`config.mk`:
```
export PLATFORM = sky130hd
export DESIGN_NAME = mux_rr_scheduler_flat
export DESIGN_NICKNAME = d
export VERILOG_FILES = /design/src/rtl/mux_rr_scheduler_if.sv /design/src/rtl/mux_rr_scheduler.sv /design/src/flat_wrapper.sv
export SDC_FILE = /design/constraint.sdc
export NUM_CORES = 1
export LEC_CHECK = 0
export CAP_MARGIN = 40
export CORE_MARGIN = 2
export CORE_UTILIZATION = 46
export DETAILED_ROUTE_END_ITERATION = 6
export PLACE_DENSITY_LB_ADDON = 0.1
export SYNTH_ARGS = -nofsm -noshare
export SYNTH_HDL_FRONTEND = slang
export SYNTH_SLANG_ARGS = --single-unit
```
`constraint.sdc`:
```
create_clock -name clk -period 3.8 [get_ports clk]
set_input_delay 0.76 -clock clk [delete_from_list [all_inputs] [get_ports clk]]
set_output_delay 0.76 -clock clk [all_outputs]
set_load 0.005 [all_outputs]
```
`src/rtl/mux_rr_scheduler_if.sv`:
```
// Requester/consumer bundle for the shared 8:1 byte mux scheduler.
// master: scheduler side; slave: requesters plus downstream consumer.
interface mux_rr_scheduler_if #(
  parameter int NREQ = 8,
  parameter int DW   = 8,
  parameter int SELW = $clog2(NREQ)
);
  logic [NREQ-1:0]    req;
  logic [NREQ*DW-1:0] din;
  logic [NREQ-1:0]    ack;
  logic [NREQ-1:0]    gnt;
  logic [SELW-1:0]    sel;
  logic [DW-1:0]      dout;
  logic               dout_valid;
  logic               dout_ready;
  logic               busy;

  modport master (
    input  req, din, dout_ready,
    output ack, gnt, sel, dout, dout_valid, busy
  );

  modport slave (
    output req, din, dout_ready,
    input  ack, gnt, sel, dout, dout_valid, busy
  );
endinterface

```
`src/rtl/mux_rr_scheduler.sv`:
```
// Round-robin grant of one registered byte mux among NREQ requesters,
// up to MAX_BURST beats per grant, valid/ready output register.
// Ports: clk, rst (sync, active-high), bus (mux_rr_scheduler_if.master):
//   req/din in, ack/gnt/sel out, dout/dout_valid out, dout_ready in, busy out.
// Option: define MUX_SCHED_FIXED_PRI_EN for lowest-index-wins arbitration.
module mux_rr_scheduler #(
  parameter int NREQ      = 8,
  parameter int DW        = 8,
  parameter int SELW      = $clog2(NREQ),
  parameter int MAX_BURST = 4
) (
  input  logic                clk,
  input  logic                rst,
  mux_rr_scheduler_if.master  bus
);
  localparam int CW = $clog2(MAX_BURST + 1);

  typedef enum logic {IDLE, GRANT} state_t;

  state_t          state_q, state_d;
  logic [NREQ-1:0] gnt_q, gnt_d;
  logic [SELW-1:0] sel_q, sel_d;
  logic [SELW-1:0] last_q, last_d;
  logic [CW-1:0]   cnt_q, cnt_d;
  logic [DW-1:0]   dout_q, dout_d;
  logic            dv_q, dv_d;

  logic [SELW-1:0] win;
  logic            found;
  logic            load;
  logic [DW-1:0]   din_sel;

  // Winner search; the loop runs from farthest to nearest candidate so
  // the nearest requester overwrites earlier hits.
  always_comb begin
    win   = '0;
    found = 1'b0;
`ifdef MUX_SCHED_FIXED_PRI_EN
    for (int i = NREQ - 1; i >= 0; i--) begin
      if (bus.req[i]) begin
        win   = SELW'(i);
        found = 1'b1;
      end
    end
`else
    for (int k = NREQ; k >= 1; k--) begin
      if (bus.req[(int'(last_q) + k) % NREQ]) begin
        win   = SELW'((int'(last_q) + k) % NREQ);
        found = 1'b1;
      end
    end
`endif
  end

  assign din_sel = bus.din[int'(sel_q)*DW +: DW];

  assign load = (state_q == GRANT)
             && bus.req[sel_q]
             && (!dv_q || bus.dout_ready)
             && (cnt_q < CW'(MAX_BURST));

  always_comb begin
    bus.ack = '0;
    if (load && !rst)
      bus.ack[sel_q] = 1'b1;
  end

  always_comb begin
    state_d = state_q;
    gnt_d   = gnt_q;
    sel_d   = sel_q;
    last_d  = last_q;
    cnt_d   = cnt_q;
    dout_d  = dout_q;
    dv_d    = dv_q;

    // Output register runs independently of the grant so a pending
    // beat can drain after release.
    if (load) begin
      dout_d = din_sel;
      dv_d   = 1'b1;
    end else if (bus.dout_ready) begin
      dv_d   = 1'b0;
    end

    unique case (state_q)
      IDLE: begin
        if (found) begin
          state_d = GRANT;
          gnt_d   = NREQ'(1) << win;
          sel_d   = win;
          last_d  = win;
          cnt_d   = '0;
        end
      end
      GRANT: begin
        if (load)
          cnt_d = cnt_q + CW'(1);
        if (!bus.req[sel_q] ||
            (load && cnt_q == CW'(MAX_BURST - 1))) begin
          state_d = IDLE;
          gnt_d   = '0;
        end
      end
      default: begin
        state_d = IDLE;
        gnt_d   = '0;
      end
    endcase
  end

  always_ff @(posedge clk) begin
    if (rst) begin
      state_q <= IDLE;
      gnt_q   <= '0;
      sel_q   <= '0;
      last_q  <= SELW'(NREQ - 1);
      cnt_q   <= '0;
      dout_q  <= '0;
      dv_q    <= 1'b0;
    end else begin
      state_q <= state_d;
      gnt_q   <= gnt_d;
      sel_q   <= sel_d;
      last_q  <= last_d;
      cnt_q   <= cnt_d;
      dout_q  <= dout_d;
      dv_q    <= dv_d;
    end
  end

  assign bus.gnt        = gnt_q;
  assign bus.sel        = sel_q;
  assign bus.dout       = dout_q;
  assign bus.dout_valid = dv_q;
  assign bus.busy       = (state_q == GRANT);

endmodule

```
`src/flat_wrapper.sv`:
```
// flat-port wrapper written by rule: the top's interface ports become plain ports
module mux_rr_scheduler_flat 
#(
  parameter int NREQ      = 8,
  parameter int DW        = 8,
  parameter int SELW      = $clog2(NREQ),
  parameter int MAX_BURST = 4
)
  (clk, rst, bus_req, bus_din, bus_dout_ready, bus_ack, bus_gnt, bus_sel, bus_dout, bus_dout_valid, bus_busy);
  mux_rr_scheduler_if #(.NREQ(NREQ), .DW(DW), .SELW(SELW)) bus_i ();
  input  logic clk;
  input  logic rst;
  input wire logic [$bits(bus_i.req)-1:0] bus_req;
  input wire logic [$bits(bus_i.din)-1:0] bus_din;
  input wire logic [$bits(bus_i.dout_ready)-1:0] bus_dout_ready;
  output wire logic [$bits(bus_i.ack)-1:0] bus_ack;
  output wire logic [$bits(bus_i.gnt)-1:0] bus_gnt;
  output wire logic [$bits(bus_i.sel)-1:0] bus_sel;
  output wire logic [$bits(bus_i.dout)-1:0] bus_dout;
  output wire logic [$bits(bus_i.dout_valid)-1:0] bus_dout_valid;
  output wire logic [$bits(bus_i.busy)-1:0] bus_busy;
  assign bus_i.req = bus_req;
  assign bus_i.din = bus_din;
  assign bus_i.dout_ready = bus_dout_ready;
  assign bus_ack = bus_i.ack;
  assign bus_gnt = bus_i.gnt;
  assign bus_sel = bus_i.sel;
  assign bus_dout = bus_i.dout;
  assign bus_dout_valid = bus_i.dout_valid;
  assign bus_busy = bus_i.busy;
  mux_rr_scheduler #(.NREQ(NREQ), .DW(DW), .SELW(SELW), .MAX_BURST(MAX_BURST)) u_core (.clk(clk), .rst(rst), .bus(bus_i));
endmodule
```
# == Word-level counts from Yosys, hierarchy flattened ==
# Index checks and enable logic that the tools add are counted.
# word_totals
ff_bits,27
inputBits,75
output_inout_bits,29
wordCells,121
# classes
add_sub_neg,9
magnitude_cmp,11
n_eq_ne,4
shifts,2
n_mux,56
n_bitwise,9
reduce_logical,23
# ops
operator,count
variable part select 64 x 7 -> 8 bit,1
"less-than comparator 4 x 5 -> 1 bit, second input constant",8
2-to-1 mux 1 bit,30
2-to-1 mux 3 bit,10
binary-select mux 1 bit (select 3 bit),9
2-to-1 mux 8 bit,3
OR reduction 3 bit,8
case mux 8 bit (2 select lines),1
"adder 3 bit, second input constant",4
"adder 3 x 1 -> 3 bit, second input constant",3
"AND 1 bit, first input constant",8
"<< shifter 1 x 3 -> 8 bit, first input constant",1
"adder 3 x 2 -> 3 bit, second input constant",2
logical AND 1 bit,6
case mux 3 bit (2 select lines),1
AND reduction 2 bit,3
"less-than comparator 3 x 4 -> 1 bit, second input constant",1
"inequality test 2 bit, second input constant",2
demux 1 bit (select 3 bit),1
"equality test 3 x 2 -> 1 bit, second input constant",1
"greater-or-equal comparator 3 x 1 -> 1 bit, second input constant",1
zero test 1 bit,3
"less-than comparator 3 bit, second input constant",1
logical OR 1 bit,2
4 further kinds,4

# == Longest topological paths before layout ==
# logic_depth
word_depth,17
mapped_depth,14
mapped_depth_nobuf,9

# == Worst setup path after synthesis ==
# OpenSTA, ideal clock, no wires.
# synth_path
kind,reg2reg
from,register u_core.last_q[1]
to,register u_core.gnt_q[2] (netlist: u_core.bus.gnt[2])
t_arrival_ns,3.382
path_slack_ns,0.301
stages_incl_launch_ff,14
path_buffers,4
synth_period_minus_slack_ns,3.499
path_cell_list,dfxtp_1 > buf_2 > buf_2 > inv_1 > ha_1 > buf_6 > buf_8 > mux4_2 > mux2_2 > a22o_1 > o2111a_1 > a211oi_4 > inv_2 > a32o_1
# synth_via
elab_chain_cells,15
word_cells_on_any_way,53
# synth_lines
item,line_no,text
start: declaration,mux_rr_scheduler.sv:23,"logic [SELW-1:0] last_q, last_d;"
start signal: assignment,mux_rr_scheduler.sv:117,last_q <= SELW'(NREQ - 1);
start signal: assignment,mux_rr_scheduler.sv:125,last_q <= last_d;
adder 3 x 1 -> 3 bit,"mux_rr_scheduler.sv:47, mux_rr_scheduler.sv:48",
binary-select mux 1 bit (select 3 bit),mux_rr_scheduler.sv:47,if (bus.req[(int'(last_q) + k) % NREQ]) begin
2-to-1 mux 1 bit (not written as such) (2 in a row),mux_rr_scheduler.sv:47,
2-to-1 mux 3 bit (8 in a row),mux_rr_scheduler.sv:47,
<< shifter 1 x 3 -> 8 bit,mux_rr_scheduler.sv:90,gnt_d = NREQ'(1) << win;
2-to-1 mux 8 bit,mux_rr_scheduler.sv:88,if (found) begin
case mux 8 bit (2 select lines),mux_rr_scheduler.sv:86,unique case (state_q)
end signal: assignment,mux_rr_scheduler.sv:123,gnt_q <= gnt_d;
end: declaration,mux_rr_scheduler.sv:21,"logic [NREQ-1:0] gnt_q, gnt_d;"
# Parallel ways exist; a longest one is shown, timed or not. The select of a mux whose other input is x is not followed.
# A chain may end at the register's enable or synchronous reset.

# == Final worst setup path ==
# layout_path
from,input bus_req[5]
to,output bus_ack[4]
# layout_via
elab_chain_cells,7
# layout_lines
item,line_no,text
start: declaration,flat_wrapper.sv:13,input wire logic [$bits(bus_i.req)-1:0] bus_req;
binary-select mux 1 bit (select 3 bit),mux_rr_scheduler.sv:58,&& bus.req[sel_q]
2-to-1 mux 1 bit (not written as such),mux_rr_scheduler.sv:58,
logical AND 1 bit,mux_rr_scheduler.sv:58,
logical AND 1 bit,mux_rr_scheduler.sv:59,&& (!dv_q || bus.dout_ready)
logical AND 1 bit,mux_rr_scheduler.sv:60,&& (cnt_q < CW'(MAX_BURST));
logical AND 1 bit,mux_rr_scheduler.sv:64,if (load && !rst)
2-to-1 mux 8 bit,mux_rr_scheduler.sv:64,
end: declaration,flat_wrapper.sv:16,output wire logic [$bits(bus_i.ack)-1:0] bus_ack;
# Every way passes these cells. The select of a mux whose other input is x is not followed.

==> impl_metrics.yaml <==
run_status:
  status: "finished clean"
route:
  drt-total-wl_microns: 8410
  first_iter_violations: 88
  final_antenna_net_count: 0
  vias: 2917
  routed_via_density: 6.05
  wire_per_inst_microns: 17.5
  drc: 0
  firstDrtPassIters: 4
sta:
  period_share: 0.921
  period_minus_slack_ns: 3.50
  finalSetupViolations: 0
  skew_ns: 0.00670
  setup_tns_ns: 0
  relSlewSlack: 0.547
  fmax_mhz: 286
  worstMarginPinSlew_ns: 0.678
  timing.final.ws_setup_ns: 0.301
  hold_viol: 0
  maxSlewViolCount: 0
  rsz0062_at_grt: "no"
worst_setup_path:
  r2r_slack_ns: 0.64
  cp_max_fo: 4
  r2r-end: "u_core.bus.gnt[4]$_SDFFE_PP0P_"
  timing.rr.start: "u_core.last_q[1]$_SDFFE_PP1P_"
  cp.required_ns: 3.04
  cp-start-kind: "input port"
  crit_arrival_ns: 2.74
  path_class: "input port to output pin"
  reg2reg_depth: 10
  startpoint: "bus_req[5]"
  endpoint_kind: "output pin"
final_layout:
  design_area_sq_um: 4050
  layout_common_cells: "clkdlybuf4s50_1, nor2_1, dfxtp_1"
  final_common_cell: "clkdlybuf4s50_1"
  antennaDiodeCount: 0
  fin_nets: 487
  areaGrowthSynthToFinish_pct: 43.2
  nFillCells: 510
  layout-drive-gt1-share: 0.199
  instances_no_fill: 482
logic_synthesis:
  ys_async_sr_fraction: 0
  syn_avg_cell_area_sq_um: 9.21
  synthCells: 307
  ys_ff_latch: 27
  yosysWarnings: 0
  synthTopCellsByArea: "dfxtp_1, mux4_2, mux2_2"
  synth_top_area_cell: "dfxtp_1"
  syn-cell-area_sq_um: 2830
  synth-edff-count: 0
  syn_nets: 386
  netlist.area_leader.share: 0.191
  ys_seq_area_frac: 0.191
  ys_types: 62
  ys.flop_type: "dfxtp_1"
clocking:
  insertion_delay_ns: 0.27
  clk_pin_slew_ns: 0.09
  htreeDepth: 1
  clock_sinks: 27
  cts_buffer_depth: 2
  hold_buffers: 0
  root_buffer: "clkbuf_8"
  numCtsBuffers: 3
  cts_tree: "yes"
placed_design:
  dpl_cell_area_sq_um: 3960
  place_ws_ns: -0.195
  hpwl_microns: 6620
  port-buffer-count: 103
  dp_cells: 477
  gp_congestion: 0.921
die:
  die_h_microns: 82.4
  chipWidth_microns: 82.4
  core_area_sq_um: 5920
  fp-row-count: 28
  start_util: 0.477
  fp.dieArea_sq_um: 6790
  ioPinCount: 104
worst_hold_path:
  holdPathStages: 1
  hp-start: "u_core.bus.gnt[3]$_SDFFE_PP0P_"
  min_to: "u_core.bus.gnt[3]$_SDFFE_PP0P_"
  hp-class: "flip-flop to flip-flop"
run:
  max_cap_violations: 0
grt:
  antenna_found_initial: 0
  gr-total-overflow: 0
  grt_pass1_wl_microns: 13500
  globalRouteTotalUtil: 0.254
  grt_max_degree: 26
  first_global_vias: 2966
pwr:
  p_per_area_nw_per_um2: 702
  vdd_drop_max_mv: 0.455
  leakage_uw: 0.00166
  total_power_uw: 2840
[kinds of logic after synthesis]
kind of cell / after synthesis / synth area share
and+or+nand+nor: 102 / 0.170
AOI/OAI and AO/OA: 71 / 0.203
muxes: 58 / 0.336
buffers and inverters: 40 / 0.0673
DFF: 27 / 0.191
xor gates and xnor gates: 5 / 0.0155
adders and majority gates: 4 / 0.0177
[sequential cells by signal (all words and copies together), names as in the netlist]
| signal | cells |
|---|---|
| u_core.bus.busy | 1 |
| u_core.bus.dout_valid | 1 |
| u_core.bus.sel | 3 |
| u_core.bus.dout | 8 |
| u_core.last_q | 3 |
| u_core.cnt_q | 3 |
| u_core.bus.gnt | 8 |
[power by group]
group | switching (uW) | internal, uW | total (uW)
combinational | 1150 | 1100 | 2250
clock | 86.5 | 73.4 | 160
sequential | 66.8 | 371 | 438
[cell usage after synthesis, types with 5 or more instances]
cell type / instances
nor2_1: 40
dfxtp_1: 27
nand2_1: 22
mux4_2: 21
clkbuf_1: 17
mux2_2: 15
mux2i_1: 15
nor3_1: 14
a21oi_1: 11
a22o_1: 7
inv_1: 7
a221oi_1: 6
a22oi_1: 6
a311oi_1: 5
buf_2: 5
mux4_1: 5
[through the flow]
step	utilization	hold WS (ns)
after global placement	0.668	0.453
after global routing	0.684	0.492
after CTS	0.676	0.479
after floorplan	-	0.466
final	0.684	0.475
after detailed placement	0.668	0.457
[worst max path at each step]
stage | end | cells after the start
3_5_place_dp | bus_ack[0] | 9
2_1_floorplan | u_core.bus.gnt[2]$_SDFFE_PP0P_ | 13
6_report | bus_ack[4] | 10
4_1_cts | bus_ack[4] | 9
3_3_place_gp | bus_ack[4] | 9
5_1_grt | bus_ack[4] | 10
[routing by layer]
| layer | vias up | share of wire | GRT usage | wire length, microns |
|---|---|---|---|---|
| met2 | 133 | 0.51 | 0.469 | 4270 |
| met4 | 0 | 0.028 | 0.0833 | 235 |
| li1 | 1386 | - | - | - |
| met3 | 18 | 0.059 | 0.0380 | 495 |
| met1 | 1380 | 0.41 | 0.298 | 3410 |
| met5 | - | 0 | 0 | 0 |
[critical path, cell delays in order]
cell and delay [ns]:
clkdlybuf4s50_1 0.48, mux2i_1 0.09, mux4_2 0.48, a21o_1 0.18, nand2b_4 0.15, nor2_4 0.13, buf_4 0.12, nand2_2 0.07
nor3_1 0.13, dlymetal6s2s_1 0.15
[area by class of cell]
type	count	area [sq um]	area share
clock buffers	3	41.3	0.0102
clock inverters	1	5.00	0.00124
inverters	12	45.0	0.0111
multi-input cells	240	2120	0.523
flip-flops and latches	27	541	0.133
well taps	75	93.8	0.0232
repair buffers	124	1210	0.298
[repair_timing]
action,4_1_cts,5_1_grt
resized for setup,2,12
hold endpoints to repair,0,0
setup endpoints to repair,8,8
setup buffers,0,1
pin swaps,0,1
No activity file was read; power rests on OpenSTA's default activity.
